[src/rtl/fhew_pkg.sv]
// Shared constants, types and helpers for the signed digit decomposition stage
// that sits between the INTT readout and the NTT input of the accumulator loop.
package fhew_pkg;

    localparam int DATA_W      = 27;
    localparam int Q           = 132120577;      // 2^27 - 2^21 + 1
    localparam int LANES       = 4;
    localparam int RING_DEPTH  = 10;
    localparam int BG_LOG      = 9;
    localparam int NUM_DIGITS  = 3;

    localparam int ADDR_W      = RING_DEPTH - $clog2(LANES);
    localparam int FRAME_BEATS = 1 << ADDR_W;    // RING_SIZE / LANES
    localparam int ROUND_BITS  = (DATA_W > BG_LOG * NUM_DIGITS) ?
                                 DATA_W - BG_LOG * NUM_DIGITS : 0;

    localparam int IN_W        = LANES * DATA_W;
    localparam int OUT_W       = NUM_DIGITS * LANES * DATA_W;

    typedef logic        [DATA_W-1:0] coeff_t;
    typedef logic signed [DATA_W:0]   scoeff_t;
    typedef logic        [ADDR_W-1:0] addr_t;
    typedef logic        [ADDR_W:0]   cnt_t;

    typedef enum logic [1:0] {
        ST_IDLE,
        ST_RUN,
        ST_DRAIN,
        ST_DONE
    } state_t;

    localparam coeff_t  Q_HALF    = coeff_t'((Q - 1) / 2);
    localparam scoeff_t Q_S       = scoeff_t'(Q);
    localparam cnt_t    FRAME_CNT = cnt_t'(FRAME_BEATS);
    localparam addr_t   LAST_ADDR = addr_t'(FRAME_BEATS - 1);

    // Map x in [0,Q) to the centred range (-Q/2, Q/2].
    function automatic scoeff_t centre(input coeff_t x);
        scoeff_t xs;
        xs = $signed({1'b0, x});
        return (x > Q_HALF) ? xs - Q_S : xs;
    endfunction

    // Map a small signed digit back into [0,Q).
    function automatic coeff_t to_mod_q(input scoeff_t d);
        return d[DATA_W] ? coeff_t'(d + Q_S) : coeff_t'(d);
    endfunction

endpackage

[src/rtl/signed_digit_decompose_digit_extract_stage.sv]
// One base-2^BG_LOG step of the signed decomposition: peels the centred low
// digit off a signed residual and returns the exactly shifted remainder.
module digit_extract_stage
    import fhew_pkg::*;
(
    input  scoeff_t residual,
    output scoeff_t digit,
    output scoeff_t next_residual
);

    scoeff_t diff;

    // Centred digit in [-B/2, B/2) and the residual with that digit removed
    always_comb begin
        // NOTE: blocking assignments here; diff must hold its new value before
        // next_residual reads it in the same evaluation.
        digit         = scoeff_t'({{(DATA_W + 1 - BG_LOG){residual[BG_LOG-1]}},
                                   residual[BG_LOG-1:0]});
        diff          = residual - digit;
        next_residual = diff >>> BG_LOG;
    end

endmodule

[src/rtl/signed_digit_decompose.sv]
// Signed digit decomposition pipeline for one ring polynomial per frame.
// Each accepted beat of LANES coefficients is recentred, split into
// NUM_DIGITS signed base-2^BG_LOG digits and emitted, mapped back to [0,Q),
// NUM_DIGITS+1 cycles later together with its beat address.
// Build option: DECOMP_ROUND_EN adds round-half-up of the centred value to a
// multiple of 2^ROUND_BITS in stage 0; digit 0 then starts at bit ROUND_BITS.
module signed_digit_decompose
    import fhew_pkg::*;
(
    input  logic              clk,
    input  logic              reset,
    input  logic              start,
    input  logic              in_valid,
    output logic              in_ready,
    input  logic [IN_W-1:0]   in_data,
    output logic              out_valid,
    input  logic              out_ready,
    output logic [OUT_W-1:0]  out_data,
    output logic [ADDR_W-1:0] out_addr,
    output logic              out_last,
    output logic              busy,
    output logic              done
);

    state_t  state;
    state_t  state_nx;
    cnt_t    in_cnt;
    addr_t   out_cnt;
    logic    en;
    logic    in_fire;
    logic    out_fire;

    // Pipeline: stage 0 holds the centred value, stages 1..NUM_DIGITS-1 each
    // retire one digit, and the output stage holds the digits mapped to [0,Q).
    logic [NUM_DIGITS:0] vld_q;
    scoeff_t res_q [NUM_DIGITS][LANES];
    scoeff_t dig_q [NUM_DIGITS][NUM_DIGITS-1][LANES];
    coeff_t  out_q [NUM_DIGITS][LANES];

    scoeff_t ext_dig [NUM_DIGITS-1][LANES];
    scoeff_t ext_res [NUM_DIGITS-1][LANES];
    scoeff_t cen     [LANES];

    assign out_valid = vld_q[NUM_DIGITS];
    assign en        = !out_valid || out_ready;
    assign in_ready  = (state == ST_RUN) && (in_cnt < FRAME_CNT) && en;
    assign in_fire   = in_valid && in_ready;
    assign out_fire  = out_valid && out_ready;
    assign out_last  = out_valid && (out_cnt == LAST_ADDR);
    assign out_addr  = out_cnt;

    // Frame state register
    always_ff @(posedge clk or posedge reset) begin
        if (reset) begin
            state <= ST_IDLE;
        end else begin
            state <= state_nx;
        end
    end

    // Next-state and frame status outputs
    always_comb begin
        // NOTE: every signal written here gets a default first, so no branch
        // can leave it unassigned and infer a latch.
        state_nx = state;
        busy     = 1'b0;
        done     = 1'b0;
        case (state)
            ST_IDLE: begin
                if (start) begin
                    state_nx = ST_RUN;
                end
            end
            ST_RUN: begin
                busy = 1'b1;
                if (in_cnt == FRAME_CNT) begin
                    state_nx = ST_DRAIN;
                end
            end
            ST_DRAIN: begin
                busy = 1'b1;
                if (out_fire && out_last) begin
                    state_nx = ST_DONE;
                end
            end
            ST_DONE: begin
                done     = 1'b1;
                state_nx = ST_IDLE;
            end
            default: begin
                state_nx = ST_IDLE;
            end
        endcase
    end

    // Input and output beat counters; a new frame clears both
    always_ff @(posedge clk or posedge reset) begin
        if (reset) begin
            in_cnt  <= '0;
            out_cnt <= '0;
        end else if (state == ST_IDLE && start) begin
            in_cnt  <= '0;
            out_cnt <= '0;
        end else begin
            if (in_fire) begin
                in_cnt <= in_cnt + cnt_t'(1);
            end
            if (out_fire) begin
                out_cnt <= out_cnt + addr_t'(1);
            end
        end
    end

    // Stage-0 arithmetic: recentre each lane (and optionally round)
`ifdef DECOMP_ROUND_EN
    localparam scoeff_t RND_HALF = scoeff_t'((1 << ROUND_BITS) >> 1);
`endif
    always_comb begin
        for (int l = 0; l < LANES; l++) begin
            cen[l] = centre(in_data[l*DATA_W +: DATA_W]);
`ifdef DECOMP_ROUND_EN
            cen[l] = (cen[l] + RND_HALF) >>> ROUND_BITS;
`endif
        end
    end

    // Digit extractors between consecutive residual stages
    for (genvar s = 0; s < NUM_DIGITS - 1; s++) begin : g_stage
        for (genvar l = 0; l < LANES; l++) begin : g_lane
            digit_extract_stage u_extract (
                .residual      (res_q[s][l]),
                .digit         (ext_dig[s][l]),
                .next_residual (ext_res[s][l])
            );
        end
    end

    // Pipeline registers: all stages advance together whenever en is high
    always_ff @(posedge clk or posedge reset) begin
        if (reset) begin
            // NOTE: the datapath flops are reset as well so that every output,
            // including out_data, reads zero while reset is held.
            vld_q <= '0;
            for (int s = 0; s < NUM_DIGITS; s++) begin
                for (int l = 0; l < LANES; l++) begin
                    res_q[s][l] <= '0;
                    out_q[s][l] <= '0;
                    for (int j = 0; j < NUM_DIGITS - 1; j++) begin
                        dig_q[s][j][l] <= '0;
                    end
                end
            end
        end else if (en) begin
            vld_q <= {vld_q[NUM_DIGITS-1:0], in_fire};
            for (int l = 0; l < LANES; l++) begin
                res_q[0][l] <= cen[l];
                for (int j = 0; j < NUM_DIGITS - 1; j++) begin
                    dig_q[0][j][l] <= '0;
                end
                for (int s = 1; s < NUM_DIGITS; s++) begin
                    res_q[s][l] <= ext_res[s-1][l];
                    for (int j = 0; j < NUM_DIGITS - 1; j++) begin
                        dig_q[s][j][l] <= (j == s - 1) ? ext_dig[s-1][l]
                                                       : dig_q[s-1][j][l];
                    end
                end
                for (int j = 0; j < NUM_DIGITS - 1; j++) begin
                    out_q[j][l] <= to_mod_q(dig_q[NUM_DIGITS-1][j][l]);
                end
                out_q[NUM_DIGITS-1][l] <= to_mod_q(res_q[NUM_DIGITS-1][l]);
            end
        end
    end

    // Pack digit k of lane l at slice (k*LANES + l)
    always_comb begin
        out_data = '0;
        for (int k = 0; k < NUM_DIGITS; k++) begin
            for (int l = 0; l < LANES; l++) begin
                out_data[(k*LANES + l)*DATA_W +: DATA_W] = out_q[k][l];
            end
        end
    end

    // Coefficients entering the pipeline must already be reduced mod Q
    always_ff @(posedge clk) begin
        if (!reset && in_fire) begin
            for (int l = 0; l < LANES; l++) begin
                assert (in_data[l*DATA_W +: DATA_W] < coeff_t'(Q));
            end
        end
    end

endmodule

[config.mk]
export PLATFORM = sky130hd
export DESIGN_NAME = signed_digit_decompose
export DESIGN_NICKNAME = d
export VERILOG_FILES = /design/src/rtl/fhew_pkg.sv /design/src/rtl/signed_digit_decompose_digit_extract_stage.sv /design/src/rtl/signed_digit_decompose.sv
export SDC_FILE = /design/constraint.sdc
export NUM_CORES = 2
export LEC_CHECK = 0
export ABC_AREA = 1
export CORE_ASPECT_RATIO = 1.2
export CORE_UTILIZATION = 45
export CTS_CLUSTER_SIZE = 16
export DETAILED_ROUTE_END_ITERATION = 6
export PLACE_DENSITY = 0.77
export SLEW_MARGIN = 20
export SYNTH_ARGS = -nofsm -noshare
export SYNTH_HDL_FRONTEND = slang
export SYNTH_SLANG_ARGS = --single-unit
export TNS_END_PERCENT = 50
[constraint.sdc]
create_clock -name clk -period 21 [get_ports clk]
set_input_delay 5.25 -clock clk [delete_from_list [all_inputs] [get_ports clk]]
set_output_delay 5.25 -clock clk [all_outputs]
set_load 0.05 [all_outputs]
==> results.py <==
metrics = {
    "floorplanning": {
        "fp.coreArea_um2": 78100,
        "die_x_um": 259,
        "dieArea_um2": 80200,
        "start_util_pct": 45.6,
        "ios": 450,
        "die_h_um": 310,
        "row_count": 112,
    },
    "finish": {
        "post_route_cells_drive_above_1_share_pct": 3.47,
        "layout_commonest_cell": "nand2_1",
        "mostFrequentLayoutCells": "nand2_1 (1788), dfrtp_1 (623), inv_1 (475)",
        "syn2layout_area_growth_pct": 20.0,
        "nNetsFinal": 5465,
    },
    "timing": {
        "setup_ws_ns": 7.80,
        "max-slew-margin-rel_pct": 31.2,
        "rsz0062_at_grt": "no",
        "setup_violations": 0,
        "fin_skew_ns": 0.0299,
        "fmax_mhz": 75.8,
        "post-route-period-util_pct": 62.9,
        "worst_slew_pin_slew_ns": 1.03,
        "finalMaxSlewViolations": 0,
        "min_period_ns": 13.20,
        "hold_viol_final": 0,
        "final.setup.tns_ns": 0,
    },
    "route": {
        "drtAntennaViolNets": 0,
        "wl_per_cell_um": 15.4,
        "totalWireLength_mm": 96.7,
        "route.detailed.drc": 0,
        "dr.pass1.iters": 5,
        "via_count": 32300,
        "via_per_inst": 5.15,
        "drt_iter0_drc": 2446,
    },
    "synth": {
        "ys_types": 48,
        "synth_fp_nets": 5127,
        "synth.area.mux_share_pct": 0,
        "synthAdderAreaFrac_pct": 5.20,
        "ys_seq_elements": 623,
        "synth_compound_area_share_pct": 9.85,
        "synthXorXnorAreaFrac_pct": 2.34,
        "ys_async_sr_fraction_pct": 100,
        "syn_avg_cell_area_um2": 7.32,
        "synth_area_um2": 35600,
        "synth_top_family_by_area": "simple AND/OR/NAND/NOR gates",
        "seq_area_frac_synth_pct": 43.8,
        "synth-main-ff-cell": "dfrtp_1",
        "synth_enable_flop_cells": 0,
        "synth-simple-area-share_pct": 30.5,
        "syn_inst": 4866,
        "synth_warnings": 0,
    },
    "clocking": {
        "h-tree-depth": 3,
        "clkSlewWorstSetupHoldPaths_ns": 0.06,
        "clock_latency_ns": 0.62,
        "root_buffer": "clkbuf_16",
        "cts_sinks": 623,
        "cts_resized": 0,
        "tritoncts": "yes",
        "cts_setup_buffers": 0,
        "clockBufferDepth": 3,
        "cts_hold_buf": 0,
        "cts_buffers": 69,
    },
    "setup_path": {
        "end_kind": "output pin",
        "path_max_fanout": 134,
        "criticalPathCategory": "in2out",
        "critical_path.endpoint": "in_ready",
        "r2r_start": "vld_q[3]$_DFFE_PP0P_",
        "required_ns": 15.75,
        "cp.arrival_ns": 7.95,
        "r2r_setup_slack_ns": 15.50,
        "startpoint_type": "input pin",
        "startpoint": "out_ready",
        "rr_worst_depth": 9,
        "r2r_end": "out_data[176]$_DFFE_PP0P_",
    },
    "placement": {
        "portBuffers": 449,
        "place_congestion": 0.929,
        "dp_worst_setup_slack_ns": 7.86,
        "dp_hpwl_mm": 71.9,
    },
    "global_route": {
        "grt_max_degree": 135,
        "antenna_found_initial": 0,
        "grt_pass1_vias": 30500,
        "track_usage_pct": 24.0,
        "grt_pass1_wl_mm": 157,
        "grt_overflow": 0,
    },
    "outcome": {
        "outcome": "finished clean",
    },
    "power_and_ir_drop": {
        "irDropWorstVdd_mv": 0.0948,
        "power-per-cell-area_nw_per_um2": 115,
        "leakagePower_nw": 21.0,
    },
    "worst_hold_path": {
        "hp-class": "reg2reg",
    },
    "run": {
        "drv_cap": 0,
    },
}
[final cells by class]
class	count	area [um2]
Multi-Input combinational cell	3559	17100
Antenna cell	1	2.50
Tap cell	1026	1280
Clock inverter	24	309
Inverter	480	1810
Clock buffer	94	1990
Fill cell	7291	35300
Timing Repair Buffer	471	4660
Sequential cell	623	15600
[report_power, final]
group,leakage (nW),total [mW],internal [mW],switching [mW]
Sequential,7.32,1.70,1.48,0.221
Clock,1.11,1.22,0.729,0.496
Combinational,12.6,1.97,0.627,1.35
[critical path, cell delays in order]
cell and delay (ns):
clkdlybuf4s50_1 0.48, inv_1 0.11, nand2_8 0.47, inv_8 0.35, nor3_1 0.27, clkdlybuf4s50_1 0.84
[through the flow]
stage          cells  hold slack (ns)  util (%)  instance area [um2]  total power, mW
2_1_floorplan   4866            0.420         -                35600             3.04
3_3_place_gp    6159            0.430      51.8                40400             3.65
3_5_place_dp    6159            0.442      51.8                40400             3.69
4_1_cts         6277            0.458      54.7                42700             4.94
5_1_grt         6277            0.474      54.7                42700             5.18
6_report        6278            0.462      54.7                42700             4.90
[registers in the layout, indices dropped and copies added, names as in the netlist]
signal,count
out_addr,8
out_data,260
in_cnt,9
vld_q,4
res_q,232
dig_q,108
state,2
[logic make-up (layout without fill, tap and decap cells)]
family / Yosys count / after routing
XOR/XNOR: 95 / 95
AO/OA/AOI/OAI: 639 / 639
buffers and inverters: 684 / 1069
flip-flops: 623 / 623
AND/OR/NAND/NOR: 2677 / 2677
other: 0 / 1
adder cells (fa/ha/maj): 148 / 148
[synth_stat cells, types with 10 or more instances]
cell type,count,share of area [%]
a21oi_1,177,2.5
a31oi_1,49,0.86
buf_2,53,0.75
buf_4,70,1.5
clkbuf_1,63,0.66
dfrtp_1,623,44
ha_1,148,5.2
inv_1,476,5.0
nand2_1,1788,19
nand3_1,303,4.3
nand3b_1,13,0.27
nand4_1,69,1.2
nor2_1,416,4.4
nor2_2,17,0.30
nor3_1,38,0.53
o21ai_0,304,4.3
o21ai_1,22,0.31
o21bai_1,29,0.61
o31ai_1,14,0.30
or2_2,14,0.25
xnor2_1,10,0.25
xor2_1,85,2.1
[routing by layer]
metal | routed length [um] | up-vias | GRT usage [%]
li1 | - | 16200 | -
met1 | 42100 | 15100 | 31.2
met2 | 46800 | 848 | 41.0
met3 | 4830 | 157 | 3.27
met4 | 2960 | 0 | 8.71
met5 | 0 | - | 0
[worst min-delay path by stage]
stage	from	end	slack, ns	cells past startpoint
floorplan	vld_q[2]$_DFFE_PP0P_	vld_q[3]$_DFFE_PP0P_	0.42	2
global placement	vld_q[2]$_DFFE_PP0P_	vld_q[3]$_DFFE_PP0P_	0.43	2
detailed placement	vld_q[2]$_DFFE_PP0P_	vld_q[3]$_DFFE_PP0P_	0.44	2
CTS	vld_q[2]$_DFFE_PP0P_	vld_q[3]$_DFFE_PP0P_	0.46	2
global route	vld_q[2]$_DFFE_PP0P_	vld_q[3]$_DFFE_PP0P_	0.47	2
finish	vld_q[2]$_DFFE_PP0P_	vld_q[3]$_DFFE_PP0P_	0.46	2
Power figures use the tool's default switching activity.
